[src/rtl/arccos_bisect.sv]
// arccos_bisect: sequential Q16 inverse cosine.
// Bisects [0, HALF_PI] using cos(mid) from an 8th-order Horner Taylor series.
// All multiplies share one radix-2 shift-add unit (17 add steps plus 1 writeback).
module arccos_bisect #(
   parameter int ITER    = 17,
   parameter int HALF_PI = 102944
) (
   input  logic        clk,
   input  logic        rst,
   input  logic        start,
   input  logic [16:0] y_in,
   output logic        busy,
   output logic        done,
   output logic [16:0] angle,
   output logic        sat
);

   // S_ARM is the launch cycle after acceptance; busy becomes visible as it is left.
   typedef enum logic [2:0] {
      S_IDLE,
      S_ARM,
      S_MID,
      S_MUL,
      S_CMP,
      S_DONE
   } state_t;

   state_t      state_q, state_d;
   logic [16:0] y_q, y_d;
   logic        sat_next_q, sat_next_d;
   logic [16:0] lo_q, lo_d;
   logic [16:0] hi_q, hi_d;
   logic [16:0] mid_q, mid_d;
   logic [16:0] t_q, t_d;
   // z = mid^2 reaches (pi/2)^2 ~ 2.47 in Q16, so it needs one bit more than 17.
   logic [17:0] z_q, z_d;
   logic [4:0]  cnt_q, cnt_d;
   logic [3:0]  mstep_q, mstep_d;
   logic [4:0]  mcyc_q, mcyc_d;
   logic [33:0] ma_q, ma_d;
   logic [16:0] mb_q, mb_d;
   logic [33:0] acc_q, acc_d;
   logic        busy_q, busy_d;
   logic        done_q, done_d;
   logic [16:0] angle_q, angle_d;
   logic        sat_q, sat_d;
   logic [17:0] res;

   // Horner coefficients 1/56, 1/30, 1/12, 1/2 in Q16, innermost first.
   function automatic logic [16:0] coef(input logic [1:0] k);
      case (k)
         2'd0:    coef = 17'd1170;
         2'd1:    coef = 17'd2185;
         2'd2:    coef = 17'd5461;
         default: coef = 17'd32768;
      endcase
   endfunction

   // Next-state logic for the bisection controller and the shared multiplier.
   always_comb begin
      state_d    = state_q;
      y_d        = y_q;
      sat_next_d = sat_next_q;
      lo_d       = lo_q;
      hi_d       = hi_q;
      mid_d      = mid_q;
      t_d        = t_q;
      z_d        = z_q;
      cnt_d      = cnt_q;
      mstep_d    = mstep_q;
      mcyc_d     = mcyc_q;
      ma_d       = ma_q;
      mb_d       = mb_q;
      acc_d      = acc_q;
      angle_d    = angle_q;
      sat_d      = sat_q;
      busy_d     = (state_q != S_IDLE) && (state_q != S_DONE);
      done_d     = (state_q == S_DONE);
      res        = acc_q[33:16];

      case (state_q)
         S_IDLE: begin
            // A start coinciding with the done pulse is dropped on purpose.
            if (start && !done_q) begin
               sat_next_d = (y_in > 17'd65536);
               y_d        = (y_in > 17'd65536) ? 17'd65536 : y_in;
               lo_d       = '0;
               hi_d       = 17'(HALF_PI);
               cnt_d      = '0;
               state_d    = S_ARM;
            end
         end
         S_ARM: begin
            state_d = S_MID;
         end
         S_MID: begin
            mid_d   = 17'(({1'b0, lo_q} + {1'b0, hi_q}) >> 1);
            t_d     = 17'd65536;
            ma_d    = {17'd0, mid_d};
            mb_d    = mid_d;
            acc_d   = '0;
            mcyc_d  = '0;
            mstep_d = '0;
            state_d = S_MUL;
         end
         S_MUL: begin
            if (mcyc_q != 5'd17) begin
               if (mb_q[0]) begin
                  acc_d = acc_q + ma_q;
               end
               ma_d   = ma_q << 1;
               mb_d   = mb_q >> 1;
               mcyc_d = mcyc_q + 5'd1;
            end else begin
               // Writeback: step 0 yields z, odd steps yield w, even steps yield p.
               if (mstep_q == 4'd0) begin
                  z_d = res;
               end else if (mstep_q[0] == 1'b0) begin
                  t_d = (res >= 18'd65536) ? 17'd0 : (17'd65536 - res[16:0]);
               end
               acc_d  = '0;
               mcyc_d = '0;
               if (mstep_q == 4'd8) begin
                  state_d = S_CMP;
               end else begin
                  mstep_d = mstep_q + 4'd1;
                  if (mstep_q[0] == 1'b0) begin
                     // Next is w = z * c.
                     ma_d = {16'd0, (mstep_q == 4'd0) ? res : z_q};
                     mb_d = coef(mstep_d[2:1]);
                  end else begin
                     // Next is p = w * t, w being the value just produced.
                     ma_d = {16'd0, res};
                     mb_d = t_q;
                  end
               end
            end
         end
         S_CMP: begin
            if (t_q > y_q) begin
               lo_d = mid_q;
            end else begin
               hi_d = mid_q;
            end
            cnt_d = cnt_q + 5'd1;
            if (cnt_d == 5'(ITER)) begin
               state_d = S_DONE;
            end else begin
               state_d = S_MID;
            end
         end
         S_DONE: begin
            angle_d = lo_q;
            sat_d   = sat_next_q;
            state_d = S_IDLE;
         end
         default: begin
            state_d = S_IDLE;
         end
      endcase
   end

   // State and registered outputs; reset aborts any request without a done.
   always_ff @(posedge clk or posedge rst) begin
      if (rst) begin
         state_q    <= S_IDLE;
         y_q        <= '0;
         sat_next_q <= 1'b0;
         lo_q       <= '0;
         hi_q       <= '0;
         mid_q      <= '0;
         t_q        <= '0;
         z_q        <= '0;
         cnt_q      <= '0;
         mstep_q    <= '0;
         mcyc_q     <= '0;
         ma_q       <= '0;
         mb_q       <= '0;
         acc_q      <= '0;
         busy_q     <= 1'b0;
         done_q     <= 1'b0;
         angle_q    <= '0;
         sat_q      <= 1'b0;
      end else begin
         state_q    <= state_d;
         y_q        <= y_d;
         sat_next_q <= sat_next_d;
         lo_q       <= lo_d;
         hi_q       <= hi_d;
         mid_q      <= mid_d;
         t_q        <= t_d;
         z_q        <= z_d;
         cnt_q      <= cnt_d;
         mstep_q    <= mstep_d;
         mcyc_q     <= mcyc_d;
         ma_q       <= ma_d;
         mb_q       <= mb_d;
         acc_q      <= acc_d;
         busy_q     <= busy_d;
         done_q     <= done_d;
         angle_q    <= angle_d;
         sat_q      <= sat_d;
      end
   end

   assign busy  = busy_q;
   assign done  = done_q;
   assign angle = angle_q;
   assign sat   = sat_q;

endmodule

[config.mk]
export PLATFORM = sky130hd
export DESIGN_NAME = arccos_bisect
export DESIGN_NICKNAME = d
export VERILOG_FILES = /design/src/rtl/arccos_bisect.sv
export SDC_FILE = /design/constraint.sdc
export NUM_CORES = 1
export LEC_CHECK = 0
export CORE_MARGIN = 1.5
export CORE_UTILIZATION = 50
export CTS_CLUSTER_DIAMETER = 30
export DETAILED_ROUTE_END_ITERATION = 12
export PLACE_DENSITY_LB_ADDON = 0.1
export SETUP_SLACK_MARGIN = 0.1
export SLEW_MARGIN = 25
export SYNTH_ARGS = -nofsm -noshare
export SYNTH_HDL_FRONTEND = slang
export SYNTH_SLANG_ARGS = --single-unit
[constraint.sdc]
create_clock -name clk -period 18.4 [get_ports clk]
set_clock_uncertainty 0.1 [all_clocks]
set_input_delay 3.68 -clock clk [delete_from_list [all_inputs] [get_ports clk]]
set_output_delay 3.68 -clock clk [all_outputs]
set_load 0.005 [all_outputs]
==> impl_metrics.toml <==
[clock_tree]
clk_latency_ns = 0.54
post-cts-setup-buffers = 0
cts.clk_slew.worst_paths_ns = 0.05
cts_resized = 0
htree_levels = 2
clk_path_buf_depth = 3
clock_sinks = 226
root_buffer = "clkbuf_16"
cts_hold_buffers = 0
cts_made_buffers = 49
cts_tree = "built"

[worst_setup_path]
crit_required_ns = 18.77
r2r_slack_ns = 14.82
reg2reg_depth = 9
reg2reg_from = "mstep_q[0]"
path_class = "in -> reg"
critPathMaxFanout = 22
timing.rr.end = "ma_q[15]"
crit_family = "compound AO/OA/AOI/OAI gates"
critPathArrivalTime_ns = 5.55
end_kind = "flop"
cp_slowest_cell = "o21ai_1"
critPathMaxStageDelay_ns = 0.80
cp.buffers_inverters = 2
crit_path_start_kind = "input pin"
crit_chain = "clkdlybuf4s50_1 -> nand2b_1 -> nor4_2 -> buf_4 -> o21ai_1 -> a22o_1"

[pwr]
switching_share = 0.214
ir_worst_vdd_uv = 74.5
finalPower_uw = 1440
p_leak_uw = 0.00724
p_seq_frac = 0.347
netSwitchingPower_uw = 309
clock_power_share = 0.637
combPwrFrac = 0.015
p_per_area_nw_per_um2 = 95.0
p_int_uw = 1130

[logic_synthesis]
synthArstFlopShare = 1.00
yosysUniqueCellTypes = 68
syn_avg_cell_area_um2 = 9.08
yosysSeqAreaShare = 0.444
synth_edf_count = 0
synthDominantCellAreaShare = 0.444
synth_warnings = 0
syn_area_um2 = 12800
synthCells = 1404
synthFlopType = "dfrtp_1"
yosys_register_bits = 226
synth_nets = 1503
synth_top_area_cell = "dfrtp_1"
ys_top_cells_by_area = "dfrtp_1 (44%), nand2_1 (7.7%), ha_1 (7.6%), o21ai_0 (5.1%), a21oi_1 (4.0%)"

[grt]
grt_usage = 0.260
grt_max_degree = 96
grt_first_pass_wirelength_um = 54900
antenna_found_initial = 0
grt_overflow = 0
grt_pass1_vias = 10300

[floorplanning]
initial_core_util = 0.508
coreArea_um2 = 25100
die_w_um = 163
ioPinCount = 40
rows = 58
die_h_um = 163
fp.dieArea_um2 = 26500

[route]
drt_iter0_drc = 689
vias = 10500
drc = 0
wire_per_inst_um = 18.3
avgViaCountPerCell = 5.81
antenna_left = 0
drt-pass1-iter-count = 4
drt_wl_total_um = 33200

[timing]
setup_tns_ns = 0
period_minus_slack_ns = 5.18
slew_headroom = 0.322
tightest_slew_ns = 1.01
finalCritPeriodShare = 0.281
rsz0062_at_grt = "no"
drv_slew = 0
fmax_mhz = 193
finalHoldViolations = 0
setup_viol = 0

[worst_hold_path]
whs_path_depth = 2
hold_end = "angle[1]"
min_from = "angle[1]"
hp-class = "reg -> reg"

[run_status]
status = "complete, no violations"

[final_layout]
layout-drive-gt1-share = 0.0961
final_cell_mix = "nand2_1 (260), dfrtp_1 (226), o21ai_0 (130), a21oi_1 (102), ha_1 (77)"
syn2layout_area_growth_pct = 19.3
num-nets-final = 1537
mostFrequentLayoutCell = "nand2_1"
diodes = 0

[place]
hpwl_um = 22900
io_buffers = 39
gp_congestion = 0.924

[run]
max_cap_viol_count = 0
## worst max path at each step
stage          start  endpoint  slack [ns]  cells past startpoint
2_1_floorplan    rst  acc_q[0]        8.43                      1
3_3_place_gp     rst  lo_q[16]       12.49                      3
3_5_place_dp   start    y_q[6]       12.43                      7
4_1_cts        start    y_q[6]       12.97                      7
5_1_grt        start    y_q[8]       13.10                      7
6_report       start   hi_q[0]       13.22                      6
## cells by family after synthesis
| logic type | Yosys count | synth area share |
|---|---|---|
| xor gates and xnor gates | 48 | 0.0330 |
| muxes | 38 | 0.0314 |
| DFF | 226 | 0.444 |
| buffers and inverters | 112 | 0.0337 |
| adders and majority gates | 79 | 0.0787 |
| and+or+nand+nor | 479 | 0.167 |
| AOI/OAI and AO/OA | 422 | 0.213 |
## Yosys cell counts (8+ instances only)
cell	n
a211oi_1	8
nand4_1	12
xnor2_1	25
a22o_1	44
ha_1	77
clkbuf_1	62
nor2b_1	16
nand2_1	261
nor3_1	19
o31ai_1	10
nand2b_1	9
o21ai_0	130
a21oi_1	102
nor2_1	69
xor2_1	23
nand3_1	42
a211o_1	8
or3_1	10
inv_1	37
mux2_2	16
mux2i_1	22
a21o_1	30
and3_1	11
a31oi_1	15
dfrtp_1	226
## cell type report
cell class                      count  area [um^2]
Tap cell                          330          413
Inverter                           38          150
Clock inverter                     34          439
Timing Repair Buffer               57          529
Fill cell                        2224         9900
Clock buffer                       57         1320
Multi-Input combinational cell   1066         6700
Sequential cell                   226         5660
## worst min-delay path, stage by stage (launching register included)
cell	delay (ns)
dfrtp_1	0.33
nand2_1	0.05
nand2_1	0.05
## routing by layer
metal / track usage / wire length [um] / up-vias / part of all wire
li1: - / - / 5114 / -
met1: 0.363 / 15400 / 5070 / 0.46
met2: 0.415 / 15400 / 258 / 0.46
met3: 0.0362 / 1430 / 64 / 0.043
met4: 0.0922 / 925 / 0 / 0.028
met5: 0 / 0 / - / 0
## sequential cells by signal, indices dropped and copies added (netlist names), 17 cells and up
| signal | cells |
|---|---|
| z_q | 18 |
| acc_q | 34 |
| t_q | 17 |
| mid_q | 17 |
| angle | 17 |
| ma_q | 34 |
| hi_q | 17 |
| lo_q | 17 |
| y_q | 17 |
| mb_q | 17 |
## per-stage QoR
step           hold WS, ns  area, um^2  worst slack (ns)  utilization  instances
3_5_place_dp         0.362       13400             12.43        0.535       1717
4_1_cts              0.374       15200             12.97        0.605       1808
5_1_grt              0.392       15200             13.10        0.606       1808
2_1_floorplan        0.339       12800              8.43            -       1404
6_report             0.369       15200             13.22        0.606       1808
3_3_place_gp         0.357       13400             12.49        0.535       1717
## power by group through the flow
stage          sequential [uW]  clock (uW)  combinational [uW]
2_1_floorplan              509           0                12.7
3_3_place_gp               509           0                22.1
3_5_place_dp               509           0                22.8
4_1_cts                    502         932                22.8
5_1_grt                    501         958                25.8
6_report                   502         921                21.9
Power figures use the tool's default switching activity.
